### config.mk
export PLATFORM = sky130hd
export DESIGN_NAME = imem_fetch_ctrl
export DESIGN_NICKNAME = d
export VERILOG_FILES = /design/src/rtl/imem_fetch_ctrl.sv
export SDC_FILE = /design/constraint.sdc
export NUM_CORES = 1
export LEC_CHECK = 0
export CORE_AREA = 2 2 89 91
export CTS_CLUSTER_DIAMETER = 40
export CTS_CLUSTER_SIZE = 8
export DETAILED_ROUTE_END_ITERATION = 16
export DIE_AREA = 0 0 91 93
export PLACE_DENSITY = 0.78
export SLEW_MARGIN = 10
export SYNTH_ARGS = -nofsm -noshare
export SYNTH_HDL_FRONTEND = slang
export SYNTH_SLANG_ARGS = --single-unit
### constraint.sdc
create_clock -name clk -period 6.1 [get_ports clk]
set_clock_uncertainty 0.15 [all_clocks]
set_input_delay 1.22 -clock clk [delete_from_list [all_inputs] [get_ports clk]]
set_output_delay 1.22 -clock clk [all_outputs]
set_load 0.05 [all_outputs]
### src/rtl/imem_fetch_ctrl.sv
// rtl/imem_fetch_ctrl.sv - instruction fetch sequencer with fetch queue, redirect and halt detect
// Optional debug read port on imem enabled by defining IMEM_DBG_PORT_EN.
module imem_fetch_ctrl #(
    parameter logic [7:0] RESET_PC = 8'h00,
    parameter int         FQ_DEPTH = 2
) (
    input  logic        clk,
    input  logic        reset_n,
    output logic [5:0]  imem_addr,
    input  logic [31:0] imem_instr,
    output logic        if_valid,
    input  logic        if_ready,
    output logic [31:0] if_instr,
    output logic [7:0]  if_pc,
    input  logic        redir_valid,
    input  logic [7:0]  redir_pc,
    output logic        halted
`ifdef IMEM_DBG_PORT_EN
    ,
    input  logic        dbg_req,
    input  logic [5:0]  dbg_addr,
    output logic        dbg_gnt,
    output logic [31:0] dbg_rdata
`endif
);

    localparam int PW = $clog2(FQ_DEPTH);
    localparam int CW = PW + 1;
    localparam logic [CW-1:0] DEPTH_C = CW'(FQ_DEPTH);

    typedef enum logic {
        FETCH,
        HALTED
    } state_t;

    state_t         state;
    logic [7:0]     pc;
    logic [7:0]     q_pc    [FQ_DEPTH];
    logic [31:0]    q_instr [FQ_DEPTH];
    logic [PW-1:0]  rd_ptr;
    logic [PW-1:0]  wr_ptr;
    logic [CW-1:0]  count;
    logic           halted_q;
    logic           dbg_gnt_int;
    logic           pop;
    logic           push;
    logic           halt_jump;
    logic           unused_redir_lsbs;

    assign unused_redir_lsbs = ^redir_pc[1:0];

`ifdef IMEM_DBG_PORT_EN
    assign dbg_gnt_int = dbg_req & ~redir_valid;
    assign dbg_gnt     = dbg_gnt_int;
    assign imem_addr   = dbg_gnt_int ? dbg_addr : pc[7:2];

    // Debug read data is captured only on a grant edge and held otherwise.
    always_ff @(posedge clk or negedge reset_n) begin
        if (!reset_n) begin
            dbg_rdata <= 32'h0;
        end else if (dbg_gnt_int) begin
            dbg_rdata <= imem_instr;
        end
    end
`else
    assign dbg_gnt_int = 1'b0;
    assign imem_addr   = pc[7:2];
`endif

    always_comb begin
        pop       = if_valid & if_ready;
        push      = (state == FETCH) & ~redir_valid & ((count < DEPTH_C) | pop) & ~dbg_gnt_int;
        halt_jump = (imem_instr[31:26] == 6'b000010) && ({imem_instr[5:0], 2'b00} == pc);
    end

    assign if_valid = (count != '0);
    assign if_instr = if_valid ? q_instr[rd_ptr] : 32'h0;
    assign if_pc    = if_valid ? q_pc[rd_ptr]    : 8'h0;
    assign halted   = halted_q;

    // Entry storage needs no reset: count gates visibility of every slot.
    always_ff @(posedge clk) begin
        if (push) begin
            q_pc[wr_ptr]    <= pc;
            q_instr[wr_ptr] <= imem_instr;
        end
    end

    always_ff @(posedge clk or negedge reset_n) begin
        if (!reset_n) begin
            state    <= FETCH;
            pc       <= RESET_PC;
            rd_ptr   <= '0;
            wr_ptr   <= '0;
            count    <= '0;
            halted_q <= 1'b0;
        end else if (redir_valid) begin
            // Flush discards every queued entry, including one being popped now.
            state    <= FETCH;
            pc       <= {redir_pc[7:2], 2'b00};
            rd_ptr   <= '0;
            wr_ptr   <= '0;
            count    <= '0;
            halted_q <= 1'b0;
        end else begin
            if (push) begin
                wr_ptr <= wr_ptr + PW'(1);
                pc     <= pc + 8'd4;
                if (halt_jump) begin
                    state    <= HALTED;
                    halted_q <= 1'b1;
                end
            end
            if (pop) begin
                rd_ptr <= rd_ptr + PW'(1);
            end
            case ({push, pop})
                2'b10:   count <= count + CW'(1);
                2'b01:   count <= count - CW'(1);
                default: count <= count;
            endcase
        end
    end

endmodule
Word level (Yosys, flattened, before mapping)
Memories as Yosys holds them, arrays and structs flattened.
Cells that the tools add are included.
Word-level totals
  flip-flop bits (word level): 13
  memory bits (writable): 80
  input port bits: 44
  output and inout port bits: 48
  word-level logic and storage cells: 45
  memories: 2
Operators by class
  add/sub/neg operators: 5
  order comparisons: 1
  equal/unequal tests: 4
  muxes and demuxes: 15
  bitwise operators: 6
  reductions and logical operators: 7
Memory list
  q_instr: depth 2, width 32, read ports 1, clocked after memory_dff 0, write ports 1, RTL line 39  | logic [31:0] q_instr [FQ_DEPTH];
  q_pc: depth 2, width 8, read ports 1, clocked after memory_dff 0, write ports 1, RTL line 38  | logic [7:0] q_pc [FQ_DEPTH];
Operators with widths (number)
  $mux 32: 1
  $mux 8: 3
  $mux 1: 9
  $add 8x3->8 const B: 1
  $eq 8x8->1: 1
  $reduce_bool 2->1: 4
  $eq 6x2->1 const B: 1
  $pmux 2 s2: 1
  $and 1x1->1: 3
  $reduce_bool 3->1: 1
  $add 1x1->1 const B: 2
  $add 2x1->2 const B: 1
  $eq 2x1->1 const B: 1
  $eq 2x2->1 const B: 1
  $lt 2x2->1 const B: 1
  $mux 2: 1
  $not 1->1: 2
  $reduce_and 2->1: 1
  $sub 2x1->2 const B: 1
  $logic_and 1x1->1: 1
  $or 1x1->1: 1

Logic depth before layout (Yosys ltp)
  depth in word-level cells: 7
  depth in mapped cells: 5
  mapped depth without buffers: 4

Worst setup path before layout
OpenSTA, ideal clock, no wires.
  path kind: in2reg
  start point: input port if_ready
  end point: memory q_instr[0][0], enable pin
  setup time: 529 ps
  arrival: 5033 ps
  data required time: 5421 ps
  slack: 389 ps
  stages on the path: 3
  path buffers: 1
  path through: nor2b_4 buf_2 nor4_1
On the way
  cells in the longest elaborated chain, start to end: 5
RTL lines
  start: declaration: RTL line 12  | input logic if_ready,
  $and 1x1->1: RTL line 71  | pop = if_valid & if_ready;
  $or 1x1->1: RTL line 72  | push = (state == FETCH) & ~redir_valid & ((count < DEPTH_C) | pop) & ~dbg_gnt_int;
  $and 1x1->1: RTL line 72
  $mux 1: RTL line 83  | if (push) begin
  $mux 1 (implied by the code): RTL line 85  | q_instr[wr_ptr] <= imem_instr;
  end: declaration: RTL line 39
No other way between the ends.

Worst setup path in the final report
  start point: register rd_ptr
  end point: output port if_instr[16]
On the way
  cells in the longest elaborated chain, start to end: 2
RTL lines
  start: declaration: RTL line 40  | logic [PW-1:0] rd_ptr;
  start signal: assignment: RTL line 115  | rd_ptr <= rd_ptr + PW'(1);
  $mem_v2 2x32
  $mux 32: RTL line 77  | assign if_instr = if_valid ? q_instr[rd_ptr] : 32'h0;
  end: declaration: RTL line 13  | output logic [31:0] if_instr,
No other way between the ends.

==> flow_metrics.py <==
metrics = {
    "placed_design": {
        "post_dp_cell_area_um2": 4526,
        "pre_cts_ws_ps": 2394,
        "detailed_place_hpwl_mm": 4.606,
        "placed_cells": 423,
        "io_buffers": 87,
        "gp_congestion": 0.7453,
    },
    "detailed_routing": {
        "viasPerCell": 5.128,
        "dr.pass1.iters": 4,
        "wirelength_mm": 7.140,
        "ant_nets": 0,
        "vias": 2251,
        "wl_per_cell_um": 16.26,
        "drc": 0,
        "drt-initial-drc-count": 76,
    },
    "critical_path": {
        "cp-start-kind": "register",
        "cp.depth": 3,
        "crit_arrival_ps": 2680,
        "crit_fanout": 39,
        "ff2ff_path_depth": 2,
        "rrSetupSlack_ps": 3950,
        "worstPathCellList": "mux2i_1 -> nor2_1 -> clkdlybuf4s50_1",
        "crit_path_start": "rd_ptr",
        "cpMaxStageDelayCell": "dfrtp_2",
        "r2r_start": "halted",
        "critical_path_class": "reg -> out",
        "cp_num_buf_inv": 1,
        "r2r-end": "q_instr[1][30]",
        "critPathTopFamily": "flip-flops",
        "crit_end": "if_instr[16]",
        "max_stage_delay_ps": 1160,
        "worst_setup_path_end_kind": "primary output",
        "required_ps": 4730,
    },
    "logic_synthesis": {
        "seq_area_frac_synth_pct": 71.42,
        "synth-async-reset-ratio_pct": 12.64,
        "ys_top_cells_by_count": "edfxtp_1 (76), nor2_1 (49), mux2i_1 (38), dfrtp_1 (11)",
        "ys_warn_count": 0,
        "synth_compound_area_share_pct": 3.354,
        "synth-simple-area-share_pct": 9.853,
        "synthAdderAreaFrac_pct": 0.3494,
        "synth_area_um2": 3581,
        "netlist.area_leader.share_pct": 63.73,
        "yosys-top-cells-area": "edfxtp_1 (64%), mux2i_1 (11%), dfrtp_1 (7.7%)",
        "yosys-mux-area-fraction_pct": 10.62,
        "synth.most_common_cell": "edfxtp_1",
        "synth_ff_type": "edfxtp_1",
        "synth_top_cell_by_area": "edfxtp_1",
        "yosys_register_bits": 87,
        "synth_top_family_by_area": "multiplexers",
        "synthCells": 247,
        "synth-xor-area-share_pct": 1.712,
        "synth_edf_count": 76,
        "syn_area_per_cell_um2": 14.50,
        "yosysUniqueCellTypes": 30,
    },
    "die": {
        "io_pins": 92,
        "die_x_um": 91,
        "die_h_um": 93,
        "num_rows": 32,
        "core_area_um2": 7527,
        "dieArea_um2": 8463,
        "initial_core_util_pct": 47.57,
    },
    "sta": {
        "rsz0062_at_grt": "no",
        "fin_tns_setup_ps": 0,
        "min_period_ps": 4052,
        "fin_ws_ps": 2048,
        "period_share_pct": 66.42,
        "slew-limit-headroom_pct": 21.36,
        "setup_viol": 0,
        "hold_ws_ps": 441.5,
        "fmax_mhz": 246.8,
        "hold_viol": 0,
        "worst_slew_pin_slew_ps": 1180,
        "slew_violations": 0,
    },
    "clock_network": {
        "cts-resized-gates": 0,
        "clk_latency_ps": 340,
        "clkTransAtPathRegs_ps": 80,
        "cts_tree": "yes",
        "cts_hold_buf": 0,
        "clkSinkCount": 87,
        "numCtsBuffers": 9,
        "root_buffer": "clkbuf_8",
        "clk_path_buf_depth": 2,
        "cts_setup_buffers": 0,
        "h-tree-depth": 3,
    },
    "power_and_ir_drop": {
        "p_total_mw": 1.480,
        "p_per_area_nw_per_um2": 315.1,
        "p_leak_nw": 1.585,
        "vdd_drop_max_v": 0.0001399,
    },
    "layout": {
        "final_nets": 377,
        "drive_gt1_share_pct": 6.528,
        "finalInstanceArea_um2": 4698,
        "final_util_pct": 62.42,
        "fillCellCount": 581,
        "multiInputGateArea_um2": 949.7,
        "diodes": 0,
        "syn2layout_area_growth_pct": 31.20,
        "seq_area_um2": 2559,
        "fin_cells": 439,
    },
    "grt": {
        "grt_pass1_wl_mm": 11.35,
        "grt_max_degree": 40,
        "grt_pass1_vias": 2335,
        "antenna_found_initial": 0,
        "grt_usage_pct": 17.17,
        "overflow": 0,
    },
    "run": {
        "maxCapViolCount": 0,
    },
    "outcome": {
        "status": "completed",
    },
    "min_path": {
        "worstHoldPathType": "reg -> reg",
    },
}
tightest hold or removal path, stage by stage (launching register included):
cell,delay [ps]
dfrtp_1,410
o21ai_0,80
a21oi_1,60
layout make-up:
cell class | instances | area share, %
multi-input cells | 143 | 20.21
well taps | 102 | 2.716
repair buffers | 88 | 18.70
inverters | 3 | 0.2397
flip-flops and latches | 87 | 54.46
clock inverters | 6 | 0.9587
clock buffers | 10 | 2.716
worst min-delay path by stage:
stage	startpoint	end	cells after the start
2_1_floorplan	wr_ptr	wr_ptr	2
3_3_place_gp	wr_ptr	wr_ptr	2
3_5_place_dp	wr_ptr	wr_ptr	2
4_1_cts	wr_ptr	wr_ptr	2
5_1_grt	wr_ptr	wr_ptr	2
6_report	wr_ptr	wr_ptr	2
metal layers:
metal | part of all wire, % | global-route usage (%) | vias to the layer above | wire (um)
met4 | 1.2 | 6.187 | 0 | 87
met2 | 52 | 30.99 | 76 | 3703
met5 | 0 | 0 | - | 0
met3 | 4.2 | 2.981 | 6 | 298
met1 | 43 | 20.78 | 1096 | 3050
li1 | - | - | 1073 | -
sequential cells by signal (all words and copies together), names as in the netlist:
register  cells
q_pc         12
q_instr      64
count         2
pc            6
wr_ptr        1
rd_ptr        1
halted        1
power by group:
group          internal (mW)  total [mW]  switching, mW
Sequential             0.697       0.739         0.0426
Combinational          0.145       0.392          0.247
Clock                  0.150       0.349          0.199
cell families (layout without fill, tap and decap cells):
group,count (synthesis),count (layout)
mux,38,38
fa+ha+maj,1,1
flops,87,87
other cells,1,2
simple gates,75,75
buf+inv,18,107
xor+xnor,7,7
compound gates,20,20
placed cells by master, fill, tap and decap left out, types with 4 or more instances in the layout:
cell / synthesis / final
mux2i_1: 38 / 38
edfxtp_1: 76 / 76
xnor2_1: 6 / 6
o31ai_1: 4 / 4
clkbuf_8: 0 / 9
or3_1: 4 / 4
a31oi_1: 6 / 6
clkdlybuf4s50_1: 0 / 87
o21ai_0: 6 / 6
nand2_1: 4 / 4
nor2_1: 49 / 48
dfrtp_1: 11 / 10
Note: power is estimated with default switching activity, not from simulation.
